## src/rtl/residue_pkg.sv

```systemverilog
// Shared defaults and FSM state type for the residue-to-BCD serializer.
package residue_pkg;

    localparam int MODULUS_DEF = 1234101;
    localparam int NDIG_DEF    = 7;
    localparam int NBITS_DEF   = 21;

    typedef enum logic [1:0] {
        IDLE    = 2'd0,
        CONVERT = 2'd1,
        EMIT    = 2'd2
    } state_e;

endpackage

```

## src/rtl/mod_residue_bcd_serializer_if.sv

```systemverilog
// Residue input and BCD digit output streams of the serializer.
// Both streams use valid/ready: a beat moves on a rising edge where valid && ready;
// the producer holds data stable while valid is high and ready is low.
interface mod_residue_bcd_serializer_if;

    logic [31:0] in_data;
    logic        in_valid;
    logic        in_ready;
    logic [3:0]  out_digit;
    logic        out_valid;
    logic        out_ready;
    logic        out_last;
    logic        err;

    modport master (
        output in_data, in_valid, out_ready,
        input  in_ready, out_digit, out_valid, out_last, err
    );

    modport slave (
        input  in_data, in_valid, out_ready,
        output in_ready, out_digit, out_valid, out_last, err
    );

endinterface

```

## src/rtl/bcd_dabble_step.sv

```systemverilog
// One double-dabble step: add 3 to every BCD nibble >= 5, then shift in one binary bit.
module bcd_dabble_step #(
    parameter int NDIG = 7
) (
    input  logic [4*NDIG-1:0] bcd_i,
    input  logic              bit_i,
    output logic [4*NDIG-1:0] bcd_o
);

    logic [4*NDIG-1:0] adj;
    logic              carry_unused;

    always_comb begin
        adj = '0;
        for (int i = 0; i < NDIG; i++) begin
            if (bcd_i[4*i +: 4] >= 4'd5) adj[4*i +: 4] = bcd_i[4*i +: 4] + 4'd3;
            else                         adj[4*i +: 4] = bcd_i[4*i +: 4];
        end
        // The top bit falls off; it is always zero for in-range residues.
        {carry_unused, bcd_o} = {adj, bit_i};
    end

endmodule

```

## src/rtl/mod_residue_bcd_serializer.sv

```systemverilog
// Converts a residue to NDIG BCD digits and streams them MSD first.
// Optional macro RESIDUE_BCD_LZS_EN skips leading zero digits.
module mod_residue_bcd_serializer
    import residue_pkg::*;
#(
    parameter int MODULUS = MODULUS_DEF,
    parameter int NDIG    = NDIG_DEF,
    parameter int NBITS   = NBITS_DEF
) (
    input  logic                          clk,
    input  logic                          rst_n,
    mod_residue_bcd_serializer_if.slave   bus,
    output state_e                        dbg_state
);

    localparam int              BW       = 4 * NDIG;
    localparam int              CW       = $clog2(NBITS + 1);
    localparam int              DW       = $clog2(NDIG + 1);
    localparam logic [31:0]     MOD_U    = 32'(MODULUS);
    localparam logic [CW-1:0]   LAST_BIT = CW'(NBITS - 1);
    localparam logic [DW-1:0]   LAST_DIG = DW'(NDIG - 1);

    state_e            state_q, state_d;
    logic [NBITS-1:0]  bin_q, bin_d;
    logic [BW-1:0]     bcd_q, bcd_d, bcd_step, bcd_sh;
    logic [CW-1:0]     cnt_q, cnt_d;
    logic [DW-1:0]     dig_q, dig_d;
    logic              in_ready_q, in_ready_d;
    logic              out_valid_q, out_valid_d;
    logic              out_last_q, out_last_d;
    logic              err_q, err_d;
    logic [3:0]        out_digit_q, out_digit_d;
    logic [3:0]        top_nib, next_nib;

    bcd_dabble_step #(.NDIG(NDIG)) u_step (
        .bcd_i (bcd_q),
        .bit_i (bin_q[NBITS-1]),
        .bcd_o (bcd_step)
    );

    // During EMIT the BCD register shifts left so the current digit is always on top.
    assign top_nib  = bcd_q[BW-1 -: 4];
    assign bcd_sh   = bcd_q << 4;
    assign next_nib = bcd_sh[BW-1 -: 4];

    always_comb begin
        state_d     = state_q;
        bin_d       = bin_q;
        bcd_d       = bcd_q;
        cnt_d       = cnt_q;
        dig_d       = dig_q;
        out_valid_d = out_valid_q;
        out_last_d  = out_last_q;
        out_digit_d = out_digit_q;
        err_d       = 1'b0;
        case (state_q)
            IDLE: begin
                if (bus.in_valid && in_ready_q) begin
                    if (bus.in_data >= MOD_U) begin
                        err_d = 1'b1;
                    end else begin
                        bin_d   = bus.in_data[NBITS-1:0];
                        bcd_d   = '0;
                        cnt_d   = '0;
                        state_d = CONVERT;
                    end
                end
            end
            CONVERT: begin
                bcd_d = bcd_step;
                bin_d = bin_q << 1;
                cnt_d = cnt_q + 1'b1;
                if (cnt_q == LAST_BIT) begin
                    state_d = EMIT;
                    dig_d   = '0;
                end
            end
            EMIT: begin
                // out_valid low in EMIT means the next digit has not been presented yet.
                if (!out_valid_q) begin
`ifdef RESIDUE_BCD_LZS_EN
                    if (top_nib == 4'd0 && dig_q != LAST_DIG) begin
                        bcd_d = bcd_sh;
                        dig_d = dig_q + 1'b1;
                    end else
`endif
                    begin
                        out_valid_d = 1'b1;
                        out_digit_d = top_nib;
                        out_last_d  = (dig_q == LAST_DIG);
                    end
                end else if (bus.out_ready) begin
                    if (out_last_q) begin
                        out_valid_d = 1'b0;
                        out_last_d  = 1'b0;
                        state_d     = IDLE;
                    end else begin
                        bcd_d       = bcd_sh;
                        dig_d       = dig_q + 1'b1;
                        out_digit_d = next_nib;
                        out_last_d  = ((dig_q + 1'b1) == LAST_DIG);
                    end
                end
            end
            default: state_d = IDLE;
        endcase
        in_ready_d = (state_d == IDLE);
    end

    always_ff @(posedge clk or negedge rst_n) begin
        if (!rst_n) begin
            state_q     <= IDLE;
            bin_q       <= '0;
            bcd_q       <= '0;
            cnt_q       <= '0;
            dig_q       <= '0;
            in_ready_q  <= 1'b1;
            out_valid_q <= 1'b0;
            out_last_q  <= 1'b0;
            out_digit_q <= 4'd0;
            err_q       <= 1'b0;
        end else begin
            state_q     <= state_d;
            bin_q       <= bin_d;
            bcd_q       <= bcd_d;
            cnt_q       <= cnt_d;
            dig_q       <= dig_d;
            in_ready_q  <= in_ready_d;
            out_valid_q <= out_valid_d;
            out_last_q  <= out_last_d;
            out_digit_q <= out_digit_d;
            err_q       <= err_d;
        end
    end

    assign bus.in_ready  = in_ready_q;
    assign bus.out_valid = out_valid_q;
    assign bus.out_last  = out_last_q;
    assign bus.out_digit = out_digit_q;
    assign bus.err       = err_q;
    assign dbg_state     = state_q;

endmodule

```

## src/flat_wrapper.sv

```systemverilog
// flat-port wrapper written by rule: the top's interface ports become plain ports
module mod_residue_bcd_serializer_flat import residue_pkg::*;
#(
    parameter int MODULUS = MODULUS_DEF,
    parameter int NDIG    = NDIG_DEF,
    parameter int NBITS   = NBITS_DEF
)
  (clk, rst_n, dbg_state, bus_in_data, bus_in_valid, bus_out_ready, bus_in_ready, bus_out_digit, bus_out_valid, bus_out_last, bus_err);
  mod_residue_bcd_serializer_if bus_i ();
  input  logic clk;
  input  logic rst_n;
  output state_e dbg_state;
  input wire logic [$bits(bus_i.in_data)-1:0] bus_in_data;
  input wire logic [$bits(bus_i.in_valid)-1:0] bus_in_valid;
  input wire logic [$bits(bus_i.out_ready)-1:0] bus_out_ready;
  output wire logic [$bits(bus_i.in_ready)-1:0] bus_in_ready;
  output wire logic [$bits(bus_i.out_digit)-1:0] bus_out_digit;
  output wire logic [$bits(bus_i.out_valid)-1:0] bus_out_valid;
  output wire logic [$bits(bus_i.out_last)-1:0] bus_out_last;
  output wire logic [$bits(bus_i.err)-1:0] bus_err;
  assign bus_i.in_data = bus_in_data;
  assign bus_i.in_valid = bus_in_valid;
  assign bus_i.out_ready = bus_out_ready;
  assign bus_in_ready = bus_i.in_ready;
  assign bus_out_digit = bus_i.out_digit;
  assign bus_out_valid = bus_i.out_valid;
  assign bus_out_last = bus_i.out_last;
  assign bus_err = bus_i.err;
  mod_residue_bcd_serializer #(.MODULUS(MODULUS), .NDIG(NDIG), .NBITS(NBITS)) u_core (.clk(clk), .rst_n(rst_n), .bus(bus_i), .dbg_state(dbg_state));
endmodule
```

## config.mk

```make
export PLATFORM = sky130hd
export DESIGN_NAME = mod_residue_bcd_serializer_flat
export DESIGN_NICKNAME = d
export VERILOG_FILES = /design/src/rtl/residue_pkg.sv /design/src/rtl/mod_residue_bcd_serializer_if.sv /design/src/rtl/bcd_dabble_step.sv /design/src/rtl/mod_residue_bcd_serializer.sv /design/src/flat_wrapper.sv
export SDC_FILE = /design/constraint.sdc
export NUM_CORES = 1
export LEC_CHECK = 0
export BUFFER_PORTS_ARGS = -buffer_cell sky130_fd_sc_hd__buf_2
export CORE_ASPECT_RATIO = 0.7
export CORE_MARGIN = 2
export CORE_UTILIZATION = 30
export CTS_CLUSTER_SIZE = 14
export DETAILED_ROUTE_END_ITERATION = 8
export GPL_TIMING_DRIVEN = 0
export PLACE_DENSITY = 0.6
export SYNTH_ARGS = -nofsm -noshare
export SYNTH_HDL_FRONTEND = slang
export SYNTH_SLANG_ARGS = --single-unit
```

## constraint.sdc

```tcl
create_clock -name clk -period 2.17 [get_ports clk]
set_input_delay 0.1085 -clock clk [delete_from_list [all_inputs] [get_ports clk]]
set_output_delay 0.1085 -clock clk [all_outputs]
set_load 0.01 [all_outputs]
```

# After elaboration in Yosys (flattened, before gate mapping)
# Index checks and enable logic that the tools add are counted.
# word_totals
ff_bits	67
inputBits	36
output_inout_bits	10
# classes
add_sub_neg	9
order_cmp	8
eq_ne	13
muxes	43
reduce_logical	11
# ops
op	count
$mux 28	5
$pmux 28 s3	1
$mux 21	2
$pmux 21 s2	1
$mux 4	9
$ge 32x21->1 const B	1
$ge 4x3->1 const B	7
$add 4x2->4 const B	6
$mux 3	5
$mux 2	6
$mux 5	2
$ne 2x2->1 const B	5
$pmux 5 s2	1
$mux 1	9
$eq 3x3->1 const B	2
$ne 2x1->1 const B	3
$pmux 2 s3	1
$pmux 3 s2	1
$reduce_and 3->1	2
$reduce_and 6->1	1
$add 5x1->5 const B	1
$eq 5x5->1 const B	1
$reduce_and 5->1	1
$logic_not 2->1	2
8 further kinds	9

# Depth between registers and ports, before layout
# Gate-level depths: netlist of the first run.
# depth
depth_word	5
mapped_depth	9
ltp_nobuf	8

# Hierarchy
# A second synthesis of the first run with hierarchy kept.
# hier_totals
hier_cells	441
hier_area_um2	4175.3
# modules_own_cells
module	n_inst	cells_per_inst	area_each_um2	seq_area_each_um2
mod_residue_bcd_serializer	1	332	3478.3	1677.9
bcd_dabble_step	1	109	696.9	0.0

# Worst setup path after synthesis of the first run
# OpenSTA, ideal clock, no wires.
# synth_timing
path_kind	flip-flop to flip-flop
from	register u_core.state_q[0] (netlist: u_core.dbg_state[0])
to	register u_core.bin_q[10]
setup_time_ps	119
arrival_time_ps	1981
path_slack_ps	71
path_stages_with_launch	10
n_path_buf	2
synth_period_minus_slack_ps	2099
cell_sequence	dfrtp_1 -> inv_1 -> ha_1 -> buf_1 -> nand3_1 -> a211oi_1 -> nand2_2 -> buf_2 -> o22a_1 -> o21a_1
# synth_between
elab_chain_len	3
elab_cells_between_ends	7
classes_between	3 x eq/ne; 1 x mux; 3 x reduce/logical
# synth_rtl
element	line_no	text
start: declaration	mod_residue_bcd_serializer.sv:23	state_e state_q, state_d;
start signal: assignment	mod_residue_bcd_serializer.sv:123	state_q <= state_d;
$eq 2x1->1 or $logic_not 2->1 (tied branches)	mod_residue_bcd_serializer.sv:56	case (state_q)
$reduce_bool 2->1 (no line), or another cell as far along	-	
$reduce_and 3->1 (no line)	-	
end signal: assignment	mod_residue_bcd_serializer.sv:124	bin_q <= bin_d;
end: declaration	mod_residue_bcd_serializer.sv:24	logic [NBITS-1:0] bin_q, bin_d;
# Parallel ways exist; a longest one is shown, timed or not.
# A chain may end at the register's enable or synchronous reset.

# Worst setup path in the final report of the first run
# layout_timing
from	register u_core.state_q[0] (netlist: u_core.dbg_state[0])
to	register u_core.bcd_q[22]
# layout_between
elab_chain_len	3
elab_cells_between_ends	11
classes_between	7 x eq/ne; 1 x mux; 3 x reduce/logical
# layout_rtl
element	line_no	text
$eq 2x2->1, or another cell as far along	mod_residue_bcd_serializer.sv:56	
$ne 2x1->1 (no line), or another cell as far along	-	
$reduce_and 6->1 (no line)	-	
end signal: assignment	mod_residue_bcd_serializer.sv:114	bcd_q <= '0;
end signal: assignment	mod_residue_bcd_serializer.sv:125	bcd_q <= bcd_d;
end: declaration	mod_residue_bcd_serializer.sv:25	logic [BW-1:0] bcd_q, bcd_d, bcd_step, bcd_sh;
# Parallel ways exist; a longest one is shown, timed or not.

==> flow_results.org, run 1 <==
** Yosys
- Post-synth top flop :: dfrtp_1
- Part of the Yosys area used for sequential elements :: 0.416
- Warning count from the yosys run :: 0
- Synthesized netlist net count :: 487
- Of all flip-flops after synthesis, the portion carrying an async set or reset was 1.00.
- The synthesized netlist occupies a cell area of 0.00404 sq mm.
- The compound-gate portion of the synthesized area came to 0.292.
- Number of distinct library cell variants in the gate-level netlist after synthesis :: 53
- Of the total synthesized cell area, the portion taken by AND, OR, NAND and NOR gates is 0.126.
- Average cell area after synthesis :: 9.43 sq um
- Of the total synthesized cell area, the portion taken by XOR and XNOR cells is 0.0260.
- Leading area contributor after synthesis :: dfrtp_1
- Adder and majority cell fraction of the synthesized area :: 0.0713
- Measured against the total synthesized area, the mux share comes to 0.0152.
- By area, the combinational part of the netlist is dominated by compound AO/OA/AOI/OAI gates.
- Number of enable-type register cells in the synthesized netlist :: 0
- Of the post-synthesis cell area, the dominant cell type holds 0.409.
- Instance count of the mapped netlist :: 428
- The synthesized design contains 67 register bits.
- Biggest area contributors in the synthesized netlist :: dfrtp_1, ha_1, o31ai_1, nand2_1, o22a_1

** Die
- The floorplan step set the die height to 101 um.
- Die X :: 143 um
- Number of rows created at floorplan :: 35
- The core region is 0.0131 sq mm.
- For this configuration, the core starts out at a cell density of 0.307.
- I/O Pins :: 46
- Total Die Area :: 0.0144 sq mm

** Power
- Max VDD drop :: 0.000441 V
- Total power for the finished layout comes to 4.44 mW.
- Of the total power, the share spent switching nets is 0.368.
- The internal power of the cells totals 2.81 mW.
- Net switching power of the design :: 1.64 mW
- Dividing total power by cell area gives a power density of 915 mW/mm^2.
- Of the total power, registers draw 0.392.
- The share of total power dissipated in combinational logic is 0.318.
- Summed over all cells, the static leakage comes to 2.07 nW.
- Clock Power Share :: 0.290

** Timing
- Setup repair after global routing could not meet its margin everywhere.
- Highest Clock Rate :: 480 MHz
- At the pin with the least slew margin, the transition time is 0.881 ns.
- Relative slew slack :: 0.413
- The number of endpoints with negative hold slack in the final report was 0.
- Dividing the final minimum period by the clock period gives 0.961.
- For the final database, setup skew stands at 0.00555 ns.
- Finish-stage setup viols :: 0
- Final Slew Violations :: 0
- In the final timing run, aggregate negative setup slack is 0 ns.
- Final Critical Period :: 2.08 ns

** Clocking
- Number of sinks handled by clock tree synthesis :: 67
- Clk pin slew, worst setup/hold paths :: 0.06 ns
- Clock buffers created by TritonCTS :: 9
- TritonCTS built the clock tree.
- Max H-tree Level :: 3
- The clock passes through at most 2 buffers.
- Root buffer selected by CTS :: clkbuf_16
- Worst-Skew Late Latency :: 0.33 ns

** Drt
- Summed over all layers, the routed wires come to 9950 um.
- The pre-antenna-repair detailed-routing pass consisted of 5 iterations.
- Once detail routing completed, the nets flagged for antenna violations numbered 0.
- Routed length per instance :: 15.1 um
- Number of vias per cell after detailed routing :: 5.27
- After the first detailed-routing iteration, the DRC count stood at 232.
- Post-route DRC violation count :: 0
- The routed layout has 3,481 vias.

** Cells and area
- Post-route cell area :: 0.00486 sq mm
- Antenna Cells :: 0
- Area delta synth->final :: 20.3%
- In the final design database the tool counted 548 nets.
- After the flow finishes, the layout carries non-filler instances totaling 660.
- Of the cells placed in the final design, the portion with a size suffix greater than 1 is 0.206.

** Worst hold path
- The worst hold path was traced through 3 stages.
- In this run the worst hold path is classified as input pin to flop.

** Placement
- Once placement completed, the tool counted placed cells totaling 639.
- Routability congestion estimate from global placement :: 0.856
- Detailed placement ended at an HPWL of 7060 um.
- Placement Cell Area :: 0.00447 sq mm
- In this run the tool buffered the top-level ports with 45 buffer cells.

** Critical path
- Cell family with the largest share of critical-path delay :: compound AO/OA/AOI/OAI gates
- WS Path Type :: flop to flop
- Worst endpoint data arrival time :: 2.31 ns
- Type of origin of the critical path :: flop
- On the worst path, the slowest cell contributes a delay of 0.35 ns.
- Worst r2r path cells :: 8
- Kind of end point of the critical path :: flop
- On the critical path, the stage with the largest delay is an instance of dfrtp_1.
- Counting buffers and inverters, the worst setup path is 8 cells deep.
- Crit-path max FO :: 10
- Crit-path cells :: inv_1 > ha_2 > o21a_2 > a2111oi_4 > a21oi_2 > buf_4 > clkbuf_4 > o31ai_1
- For the worst setup path, the data required time is 2.40 ns.
- Together, buffers and inverters on the worst path number 3.

** Global route
- The number of global-route vias before repair came to 3,336.
- The first global-routing pass estimated 16,900 um of wire.
- The initial antenna violation count came to 0.
- All-layer global routing usage :: 0.148
- Summed over all layers, the global routing overflow is 0.
- Pin count of the biggest net entering global routing :: 68

** Status
- The run finished with clean final reports.

** Job
- MaxCap Viol Count :: 0
[flip-flops by register name, summed over array words and instances, names as in the netlist, 2 cells and up]
register	flops
u_core.dig_q	3
u_core.bin_q	21
u_core.cnt_q	5
u_core.bus.out_digit	4
u_core.bcd_q	28
u_core.dbg_state	2
[path summary, 6_finish.rpt]
kind | to | from | slack [ns]
setup / recovery | u_core.bcd_q[22] | u_core.dbg_state[0] | 0.09
hold / removal | u_core.bin_q[0] | bus_in_data[0] | 0.11
setup reg to reg | u_core.bcd_q[22] | u_core.dbg_state[0] | 0.09
hold reg to reg | u_core.bus.out_digit[3] | u_core.bus.out_digit[3] | 0.48
max in group asynchronous | u_core.bus.out_valid | rst_n | 1.15
min in group asynchronous | u_core.bin_q[15] | rst_n | 0.44
[worst reg2reg max path, delay by kind of cell, from the launching register on]
family | cells | cell delay (ns)
AO/OA/AOI/OAI | 4 | 0.89
flip-flops | 1 | 0.35
buffers and inverters | 3 | 0.50
adder cells (fa/ha/maj) | 1 | 0.24
[power groups by stage]
stage	Combinational (mW)	Sequential, mW	Clock, mW
3_3_place_gp	1.29	1.75	0
5_1_grt	1.62	1.78	1.38
3_5_place_dp	1.34	1.76	0
6_report	1.41	1.74	1.29
2_1_floorplan	0.925	1.72	0
4_1_cts	1.35	1.74	1.32
[routing by layer]
metal / track usage / up-vias / wire (um)
met4: 0.0518 / 0 / 96
met2: 0.202 / 68 / 4260
li1: - / 1685 / -
met5: 0 / - / 0
met1: 0.226 / 1717 / 5280
met3: 0.0337 / 11 / 317
[through the flow]
stage,hold WS (ns),setup WS [ns],utilization
detailed placement,0.283,-0.268,0.340
floorplan,-0.187,0.0707,-
CTS,0.0948,0.0253,0.362
global route,0.137,-0.0113,0.370
finish,0.108,0.0851,0.370
global placement,0.435,-0.274,0.340
[cells in the mapped netlist, drive strengths merged, types with 2 or more instances]
cell type,n
o22ai,2
nor4,2
ha,23
nand2b,11
nor3,4
xor2,5
a2bb2oi,6
a2111oi,2
nand2,51
a21oi,29
a21o,3
nor3b,6
o22a,19
o31ai,29
a211oi,3
nand3,6
nor2,13
inv,26
clkbuf,10
dfrtp,66
o21a,20
mux2i,5
a22oi,17
buf,13
o21ai,27
xnor2,7
and3,3
[cells in the final DEF, fill, tap and decap left out, types with 3 or more instances in the layout]
master / count
clkbuf_1: 7
nor2_1: 13
buf_2: 49
a21o_1: 3
clkbuf_2: 4
nor3b_1: 6
o31ai_1: 25
nand2b_1: 11
buf_4: 7
inv_1: 26
a21oi_1: 28
o22a_1: 19
o21ai_0: 26
nor3_1: 3
a22oi_1: 17
nand3_1: 6
clkbuf_4: 3
o31ai_2: 4
xnor2_1: 7
nand2_1: 50
o21a_1: 19
ha_1: 21
xor2_1: 5
clkbuf_16: 9
dfrtp_1: 66
a2bb2oi_1: 6
clkinv_2: 7
and3_1: 3
mux2i_1: 5
[layout make-up]
| class | instances | area (sq um) |
|---|---|---|
| well taps | 166 | 208 |
| inverters | 27 | 105 |
| multi-input cells | 311 | 2210 |
| fillers | 1326 | 8280 |
| clock inverters | 7 | 35.0 |
| plain buffers | 22 | 124 |
| clock buffers | 9 | 225 |
| repair buffers | 51 | 275 |
| flip-flops and latches | 67 | 1680 |
[repair_timing]
item / CTS / global route
hold endpoints to repair: 66 / 0
gates resized for setup: 4 / 18
endpoints found under the setup margin: 47 / 44
hold buffers: 1 / 0
pin swaps: 1 / 2
setup buffers: 1 / 4
[cells by family (layout without fill, tap and decap cells)]
| kind of cell | after synthesis | count (layout) |
|---|---|---|
| and+or+nand+nor | 104 | 104 |
| muxes | 6 | 6 |
| adders and majority gates | 23 | 23 |
| AOI/OAI and AO/OA | 166 | 166 |
| buffers and inverters | 50 | 116 |
| DFF | 67 | 67 |
| xor gates and xnor gates | 12 | 12 |
Note: power is estimated with default switching activity, not from simulation.
==> run 2: changes to the inputs <==
Settings changed: CORE_ASPECT_RATIO 0.7 to 0.5, PLACE_DENSITY 0.6 to 0.53.
==> run 2 against run 1 <==
Sequential power is essentially flat. First-iteration DRC count down 26%. Worst hold slack improved by 0.0045 ns. Critical path type unchanged. Largest power group unchanged. Highest routed layer unchanged.
==> flow_results.org, run 2 (synthesis gave the netlist of run 1 again) <==
** Timing
- Crit path setup slack, layout :: 0.117 ns (was 0.0851 ns)
- Clock skew :: 0.00679 ns (was 0.00555 ns)
- The worst hold slack after final layout is 0.112 ns (was 0.108 ns).
- Setup repair after global routing missed its margin: yes (unchanged).
- Measured slew at the worst slew-check pin :: 0.893 ns (was 0.881 ns)
- Finish-stage setup viols :: 0 (unchanged)
- The max-slew violation count came to 0 (unchanged).
- Relative slew slack :: 0.398 (was 0.413)
- Final Critical Period :: 2.05 ns (was 2.08 ns)
- Final Hold Vio Count :: 0 (unchanged)
- The sum of negative setup slack is 0 ns (unchanged).
- Highest Clock Rate :: 487 MHz (was 480 MHz)
- The share of the clock period used by the worst path after layout was 0.946 (was 0.961).

** Power
- The leakage power figure came to 2.12 nW (was 2.07 nW).
- The peak supply drop is 0.000413 V (was 0.000441 V).
- The power per cell area came to 953 mW/mm^2 (was 915 mW/mm^2).
- Overall Power :: 4.75 mW (was 4.44 mW)

** Placement
- The worst slack after detailed placement was -0.307 ns (was -0.268 ns).
- Routability congestion estimate from global placement :: 0.756 (was 0.856)
- Dpl hpwl :: 6790 um (was 7060 um)
- The count of port buffers added during placement came to 45 (unchanged).

** Critical path
- Max stage delay cell, worst path :: dfrtp_1 (unchanged)
- Launching element of the worst setup path :: u_core.dbg_state[0] (unchanged)
- The required time of the worst setup path is 2.36 ns (was 2.40 ns).
- Kind of end point of the critical path :: flop (unchanged)
- The highest cell delay on the worst timing path was 0.37 ns (was 0.35 ns).
- The element type at the critical path start is a flop (unchanged).
- The reg-to-reg critical path startpoint is u_core.dbg_state[0] (unchanged).
- The peak fanout along the critical path was 10 (unchanged).
- Crit-path cells: inv_1 > ha_2 > o21a_2 > a2111oi_4 > a21oi_2 > buf_4 > clkbuf_4 > nand2_1 > o31ai_4 (was inv_1 > ha_2 > o21a_2 > a2111oi_4 > a21oi_2 > buf_4 > clkbuf_4 > o31ai_1).
- Worst endpoint data arrival time :: 2.24 ns (was 2.31 ns)
- WS Path Type :: flop to flop (unchanged)

** Global route
- The overall fraction of global-route tracks in use came to 0.141 (was 0.148).
- The largest net degree at the start of global routing is 46 (was 68).
- The remaining global-route overflow is 0 (unchanged).
- The initial antenna violation count is 0 (unchanged).
- Vias in the first global route :: 3,310 (was 3,336)
- First-pass GRT wire length :: 16,500 um (was 16,900 um)

** Die
- Die X :: 168 um (was 143 um)
- Vert. Die Dim :: 86.0 um (was 101 um)
- The starting density of the core came to 0.313 (was 0.307).
- The placeable core region is 0.0129 sq mm (was 0.0131 sq mm).
- The number of placed I/O pins is 46 (unchanged).
- The row count came to 29 (was 35).
- Total Die Area :: 0.0145 sq mm (was 0.0144 sq mm)

** Clocking
- Max H-tree Level :: 3 (unchanged)
- Number of sinks handled by clock tree synthesis :: 67 (unchanged)
- Clk pin slew, worst setup/hold paths :: 0.06 ns (about the same)
- Root buffer selected by CTS :: clkbuf_16 (unchanged)
- The TritonCTS clock tree was done (unchanged).
- Clock buffers created by TritonCTS :: 9 (unchanged)
- Clock Path Buffers :: 2 (unchanged)
- The clock latency of the later-clocked register in the worst-skew pair was 0.33 ns (about the same).

** Cells and area
- Largest registers ranked by flip-flop count :: u_core.bcd_q (28), u_core.bin_q (21), u_core.cnt_q (5) (unchanged)
- The register with the most flip-flops was u_core.bcd_q (unchanged).
- The proportion of layout cells with a drive suffix above 1 was 0.210 (was 0.206).
- Most common library cell in the layout ignoring fill and taps :: dfrtp_1 (unchanged)
- The growth of design area from synthesis to finish came to 23.4% (was 20.3%).
- The number of diodes is 0 (unchanged).
- Net total in the final layout :: 550 (was 548)
- Commonest non-fill, non-tap cells in the layout: dfrtp_1, buf_2, nand2_1 (was dfrtp_1, nand2_1, buf_2).
- Largest register FFs :: 28 (unchanged)

** Status
- Result of the run :: complete, no violations (unchanged)

** Drt
- 1st-iter DRT viols :: 171 (was 232)
- Post-route DRC violation count :: 0 (unchanged)
- The number of nets with antenna violations after routing was 0 (unchanged).
- Total detailed-routing wirelength :: 9640 um (was 9950 um)
- The post-detailed-route wirelength per cell was 14.5 um (was 15.1 um).
- Number of vias per cell after detailed routing :: 5.09 (was 5.27)
- The vias after detailed routing is 3,388 (was 3,481).
- The number of iterations in the first detailed-routing pass came to 4 (was 5).

** Worst hold path
- Start point of the worst min-delay path :: bus_in_data[14] (was bus_in_data[0])
- Worst min-delay path category :: input pin to flop (unchanged)

** Job
- MaxCap Viol Count :: 0 (unchanged)
-- run 2: changes by cell type in the layout (fill, tap and decap cells not counted) --
cell / before / now
buf_4: 7 / 9
o31ai_2: 4 / 2
clkinv_2: 7 / 3
clkbuf_4: 3 / 2
buf_16: 0 / 1
o31ai_4: 0 / 2
clkbuf_8: 0 / 2
bufinv_16: 0 / 2
clkbuf_2: 4 / 3
buf_2: 49 / 50
-- run 2: critical path: cells and delay by family (launching register included) --
family,cells,cell delay (ns)
adders and majority gates,1,0.24
AOI/OAI and AO/OA,4,0.69
and+or+nand+nor,1,0.13
DFF,1,0.37
buffers and inverters,3,0.50
-- run 2: layout make-up --
| cell class | instances | area [sq um] |
|---|---|---|
| sequential | 67 | 1680 |
| buffer | 22 | 124 |
| timing repair buffer | 53 | 310 |
| fill | 1337 | 7940 |
| clock inverter | 5 | 75.1 |
| clock buffer | 11 | 253 |
| inverter | 27 | 105 |
| multi-input combinational | 311 | 2220 |
| tap | 170 | 213 |
-- run 2: path summary, 6_finish.rpt --
path                                           endpoint  cells after the start  slack, ns
worst max-delay path                   u_core.bcd_q[21]                      9       0.12
worst min-delay path                   u_core.bin_q[14]                      3       0.11
worst max register to register         u_core.bcd_q[21]                      9       0.12
worst min register to register  u_core.bus.out_digit[1]                      2       0.47
max in group asynchronous           u_core.bus.in_ready                      3       1.36
min in group asynchronous               u_core.bin_q[7]                      2       0.23
-- run 2: where the power goes --
part | total (mW) | leakage [nW] | internal [mW] | switching (mW)
clock network | 1.60 | 0.165 | 1.06 | 0.538
logic | 1.41 | 1.05 | 0.586 | 0.827
registers | 1.74 | 0.901 | 1.47 | 0.262
total | 4.75 | 2.12 | 3.12 | 1.63
-- run 2: stage by stage --
stage               area (sq um)   util  std cells
floorplan                   4040      -        428
global placement            4480  0.346        643
detailed placement          4510  0.349        644
CTS                         4870  0.377        661
global route                4980  0.386        666
finish                      4980  0.386        666
-- run 2: metal layers --
layer,wire length (um),global-route usage,vias up
li1,-,-,1692
met1,4860,0.185,1633
met2,4360,0.240,56
met3,334,0.0323,7
met4,80,0.0329,0
met5,0,0,-
-- run 2: timing repair --
item / CTS / global route
setup endpoints to repair: 47 / 48
resized for setup: 6 / 20
hold endpoints to repair: 22 / 0
hold buffers: 1 / 0
pin swaps: 0 / 1
setup buffers: 1 / 5
==> run 3: changes to the inputs <==
Settings changed: ABC_AREA from default to 1.
==> run 3 against run 2 <==
Flip-flop and latch count unchanged. Combinational power down 85%. Sequential power down 23%. Register-to-register slack better by 0.08 ns. Synthesized cell count up 45%. Clock-buffer cell count unchanged. Design area up 11%. Non-clock buffer count up 1. First-iteration DRC count up 33%. Die area up 15%.
==> flow_results.org, run 3 <==
** Timing
- Share of the clock period used by the worst path after layout :: 0.910 (was 0.946)
- The setup slack of the critical path after layout came to 0.194 ns (was 0.117 ns).
- Clock skew :: 0.00559 ns (was 0.00679 ns)
- Final Hold Vio Count :: 0 (unchanged)
- The final-report setup violation count was 0 (unchanged).
- Highest Clock Rate :: 506 MHz (was 487 MHz)
- The measured slew at the worst slew-check pin came to 0.688 ns (was 0.893 ns).
- The worst hold slack after final layout was 0.0476 ns (was 0.112 ns).
- The headroom to the max-slew limit was 0.541 (was 0.398).
- The max-slew violation count is 0 (unchanged).
- Setup repair after global routing missed its margin: no (was yes).
- The final critical delay including setup and external delays is 1.98 ns (was 2.05 ns).
- The sum of negative setup slack was 0 ns (unchanged).

** Yosys
- Number of synthesized register bits :: 67 (unchanged)
- Warning count from the yosys run :: 0 (unchanged)
- The most numerous cell in the Yosys netlist is nand2_1 (was dfrtp_1).
- The cell taking the most area after synthesis is dfrtp_1 (unchanged).
- The area of the mapped netlist was 0.00465 sq mm (was 0.00404 sq mm).
- Synth top cells by count :: nand2_1, dfrtp_1, inv_1, nand3_2, o21ai_0 (was dfrtp_1, nand2_1, a21oi_1, o31ai_1)
- Top-area cell type share of the netlist area :: 0.355 (was 0.409)
- Part of the Yosys area used for sequential elements :: 0.361 (was 0.416)
- Post-synth top flop :: dfrtp_1 (unchanged)
- The synthesized area per cell was 7.49 sq um (was 9.43 sq um).
- Biggest area contributors in the synthesized netlist :: dfrtp_1, nand2_1, nand3_2, ha_1, inv_1 (was dfrtp_1, ha_1, o31ai_1, nand2_1, o22a_1)
- Synthesized netlist net count :: 680 (was 487)
- The count of cell types in the netlist is 34 (was 53).
- The number of enable flip-flop cells after synthesis was 0 (unchanged).
- The async set-or-reset flop fraction in the synthesized netlist came to 1.00 (unchanged).
- The synthesized netlist cell count was 621 (was 428).

** Critical path
- The cell at the slowest stage of the critical path is dfrtp_1 (unchanged).
- Worst endpoint data arrival time :: 2.25 ns (was 2.24 ns)
- The path type of the worst setup path is flop to flop (unchanged).
- Data required time of the worst path :: 2.44 ns (was 2.36 ns)
- By instance count, the cell type seen most on the critical path is inv_1.
- The type of element capturing the critical path is a flop (unchanged).
- The startpoint of the most critical setup path is u_core.dbg_state[0] (unchanged).
- Largest stage delay on the critical path :: 0.41 ns (was 0.37 ns)
- Crit-path cells :: inv_1 > ha_1 > inv_1 > a31oi_1 > nor2_1 > buf_2 > buf_4 > nand3_1 > nand2_1 (was inv_1 > ha_2 > o21a_2 > a2111oi_4 > a21oi_2 > buf_4 > clkbuf_4 > nand2_1 > o31ai_4)
- Crit-path max FO :: 10 (unchanged)
- Setup slack on the worst flop-to-flop path :: 0.19 ns (was 0.12 ns)
- The reg-to-reg critical path startpoint was u_core.dbg_state[0] (unchanged).
- The element type at the critical path start was a flop (unchanged).

** Cells and area
- Finished Core Util :: 0.361 (was 0.386)
- Antenna Cells :: 0 (unchanged)
- Post-route cell area :: 0.00553 sq mm (was 0.00498 sq mm)
- The flip-flop count of the largest register, all copies and words added was 28 (unchanged).
- Largest registers ranked by flip-flop count :: u_core.bcd_q (28), u_core.bin_q (21), u_core.cnt_q (5) (unchanged)
- Commonest non-fill, non-tap cells in the layout: nand2_1, dfrtp_1, inv_1 (was dfrtp_1, buf_2, nand2_1).
- Net total in the final layout :: 738 (was 550)
- Layout fillers :: 1,653 (was 1,337)
- The proportion of layout cells with a drive suffix above 1 was 0.192 (was 0.210).
- The most common library cell in the layout ignoring fill and taps was nand2_1 (was dfrtp_1).
- Register containing the most flip-flops in the final layout :: u_core.bcd_q (unchanged)
- The final non-filler cell total came to 888 (was 666).
- The growth of design area from synthesis to finish is 18.7% (was 23.4%).

** Power
- The switching power as a share of total power came to 0.223 (was 0.343).
- The peak supply drop came to 0.000317 V (was 0.000413 V).
- Power Dens Cells :: 592 mW/mm^2 (was 953 mW/mm^2)
- The total chip power came to 3.27 mW (was 4.75 mW).
- The share of total power in the clock network came to 0.526 (was 0.337).
- The design internal power is 2.54 mW (was 3.12 mW).
- The portion of total power attributed to combinational logic came to 0.065 (was 0.298).
- Share of power burned in registers :: 0.408 (was 0.366)
- The leakage power figure came to 2.64 nW (was 2.12 nW).
- The switching component of the power came to 0.728 mW (was 1.63 mW).

** Global route
- Vias in the first global route :: 4,090 (was 3,310)
- The remaining global-route overflow came to 0 (unchanged).
- The largest net degree at the start of global routing came to 67 (was 46).
- The overall fraction of global-route tracks in use is 0.153 (was 0.141).
- The initial antenna violation count was 0 (unchanged).
- The global-route wire length before repair is 20,300 um (was 16,500 um).

** Clocking
- The total clock buffers created by CTS came to 9 (unchanged).
- The post-CTS clock slew at the launch and capture registers of the worst setup and hold paths was 0.05 ns (was 0.06 ns).
- Max H-tree Level :: 3 (unchanged)
- The TritonCTS sink count came to 67 (unchanged).
- The root buffer cell is clkbuf_16 (unchanged).
- TritonCTS clock tree :: done (unchanged)
- The buffer depth of the longest clock path is 2 (unchanged).
- Worst-Skew Late Latency :: 0.34 ns (was 0.33 ns)

** Drt
- Post-route DRC violation count :: 0 (unchanged)
- The vias after detailed routing is 4,181 (was 3,388).
- The number of nets with antenna violations after routing is 0 (unchanged).
- The detailed-route vias per instance was 4.71 (was 5.09).
- 1st-iter DRT viols :: 227 (was 171)
- The post-detailed-route wirelength per cell was 13.4 um (was 14.5 um).
- The total routed wirelength was 11,900 um (was 9640 um).
- The number of iterations in the first detailed-routing pass came to 4 (unchanged).

** Die
- The placeable core region is 0.0153 sq mm (was 0.0129 sq mm).
- The starting density of the core was 0.304 (was 0.313).
- The die area was 0.0166 sq mm (was 0.0145 sq mm).
- I/O Pins :: 46 (unchanged)
- Number of rows created at floorplan :: 32 (was 29)
- The horizontal die dimension was 180 um (was 168 um).
- The y dimension of the die was 92.1 um (was 86.0 um).

** Placement
- The final weighted congestion in routability-driven placement is 0.793 (was 0.756).
- Placement Cell Area :: 0.00516 sq mm (was 0.00451 sq mm)
- The cell count after placement came to 871 (was 644).
- Setup slack at placement :: -0.0404 ns (was -0.307 ns)
- The estimated wirelength of the detail-placed design was 8320 um (was 6790 um).
- Number of buffer cells added on primary ports :: 45 (unchanged)

** Worst hold path
- The worst hold-check path type was input pin to flop (unchanged).
- Start point of the worst min-delay path :: bus_in_valid (was bus_in_data[14])

** Status
- Result of the run: complete, no violations (unchanged).

** Job
- The max-cap check violation count came to 0 (unchanged).
[run 3: cell types whose count changed after synthesis, sizes merged, moves of 7 or more]
| cell | delta |
|---|---|
| o31ai | -29 |
| inv | +35 |
| o21a | -15 |
| nand2b | -11 |
| nand2 | +166 |
| buf | +7 |
| o21ai | +10 |
| a22oi | -17 |
| nor2 | +21 |
| nand3 | +68 |
| o22a | -19 |
| a32oi | +7 |
[run 3: path summary, 6_finish.rpt]
path                                       end  depth (start not counted)
setup / recovery              u_core.bcd_q[26]                          9
hold / removal                  u_core.bus.err                          3
setup reg to reg              u_core.bcd_q[26]                          9
hold reg to reg                u_core.bin_q[5]                          2
max in group asynchronous  u_core.bus.in_ready                          3
min in group asynchronous     u_core.bin_q[16]                          2
[run 3: timing repair]
| action | in CTS | in global routing |
|---|---|---|
| setup endpoints to repair | 5 | 10 |
| hold buffers | 1 | 0 |
| buffers inserted | 0 | 0 |
| gates resized for setup | 1 | 5 |
| hold endpoints to repair | 66 | 0 |
[run 3: power by group through the flow]
stage                     logic, mW  registers, mW  clock network [mW]
after floorplan               0.116           1.35                   0
after CTS                     0.219           1.33                1.76
after global placement        0.205           1.36                   0
final                         0.214           1.34                1.72
after detailed placement      0.218           1.36                   0
after global routing          0.251           1.34                1.82
[run 3: metal layers]
layer	GRT usage	up-vias	wire length [um]
met4	0.0430	0	151
met1	0.200	1970	5840
met5	0	-	0
li1	-	2136	-
met2	0.259	63	5440
met3	0.0322	12	434
[run 3: logic make-up (layout without fill, tap and decap cells)]
group | count (synthesis) | count (layout) | share of synthesized area
buffers and inverters | 91 | 154 | 0.0979
and+or+nand+nor | 339 | 339 | 0.351
adders and majority gates | 23 | 23 | 0.0618
xor gates and xnor gates | 8 | 8 | 0.0151
AOI/OAI and AO/OA | 93 | 93 | 0.113
DFF | 67 | 67 | 0.361
[run 3: critical path: cells and delay by family, from the launching register on]
kind / cells / cell delay [ns]
AO/OA/AOI/OAI: 1 / 0.07
buffers and inverters: 4 / 0.79
adder cells (fa/ha/maj): 1 / 0.22
flip-flops: 1 / 0.41
AND/OR/NAND/NOR: 3 / 0.41
[run 3: final cells by class]
| class | instances | area, sq um | share of cell area |
|---|---|---|---|
| Buffer | 29 | 228 | 0.0412 |
| Clock buffer | 11 | 243 | 0.0439 |
| Clock inverter | 5 | 100 | 0.0181 |
| Inverter | 62 | 236 | 0.0428 |
| Multi-Input combinational cell | 463 | 2520 | 0.456 |
| Sequential cell | 67 | 1680 | 0.304 |
| Tap cell | 204 | 255 | 0.0462 |
| Timing Repair Buffer | 47 | 265 | 0.0480 |
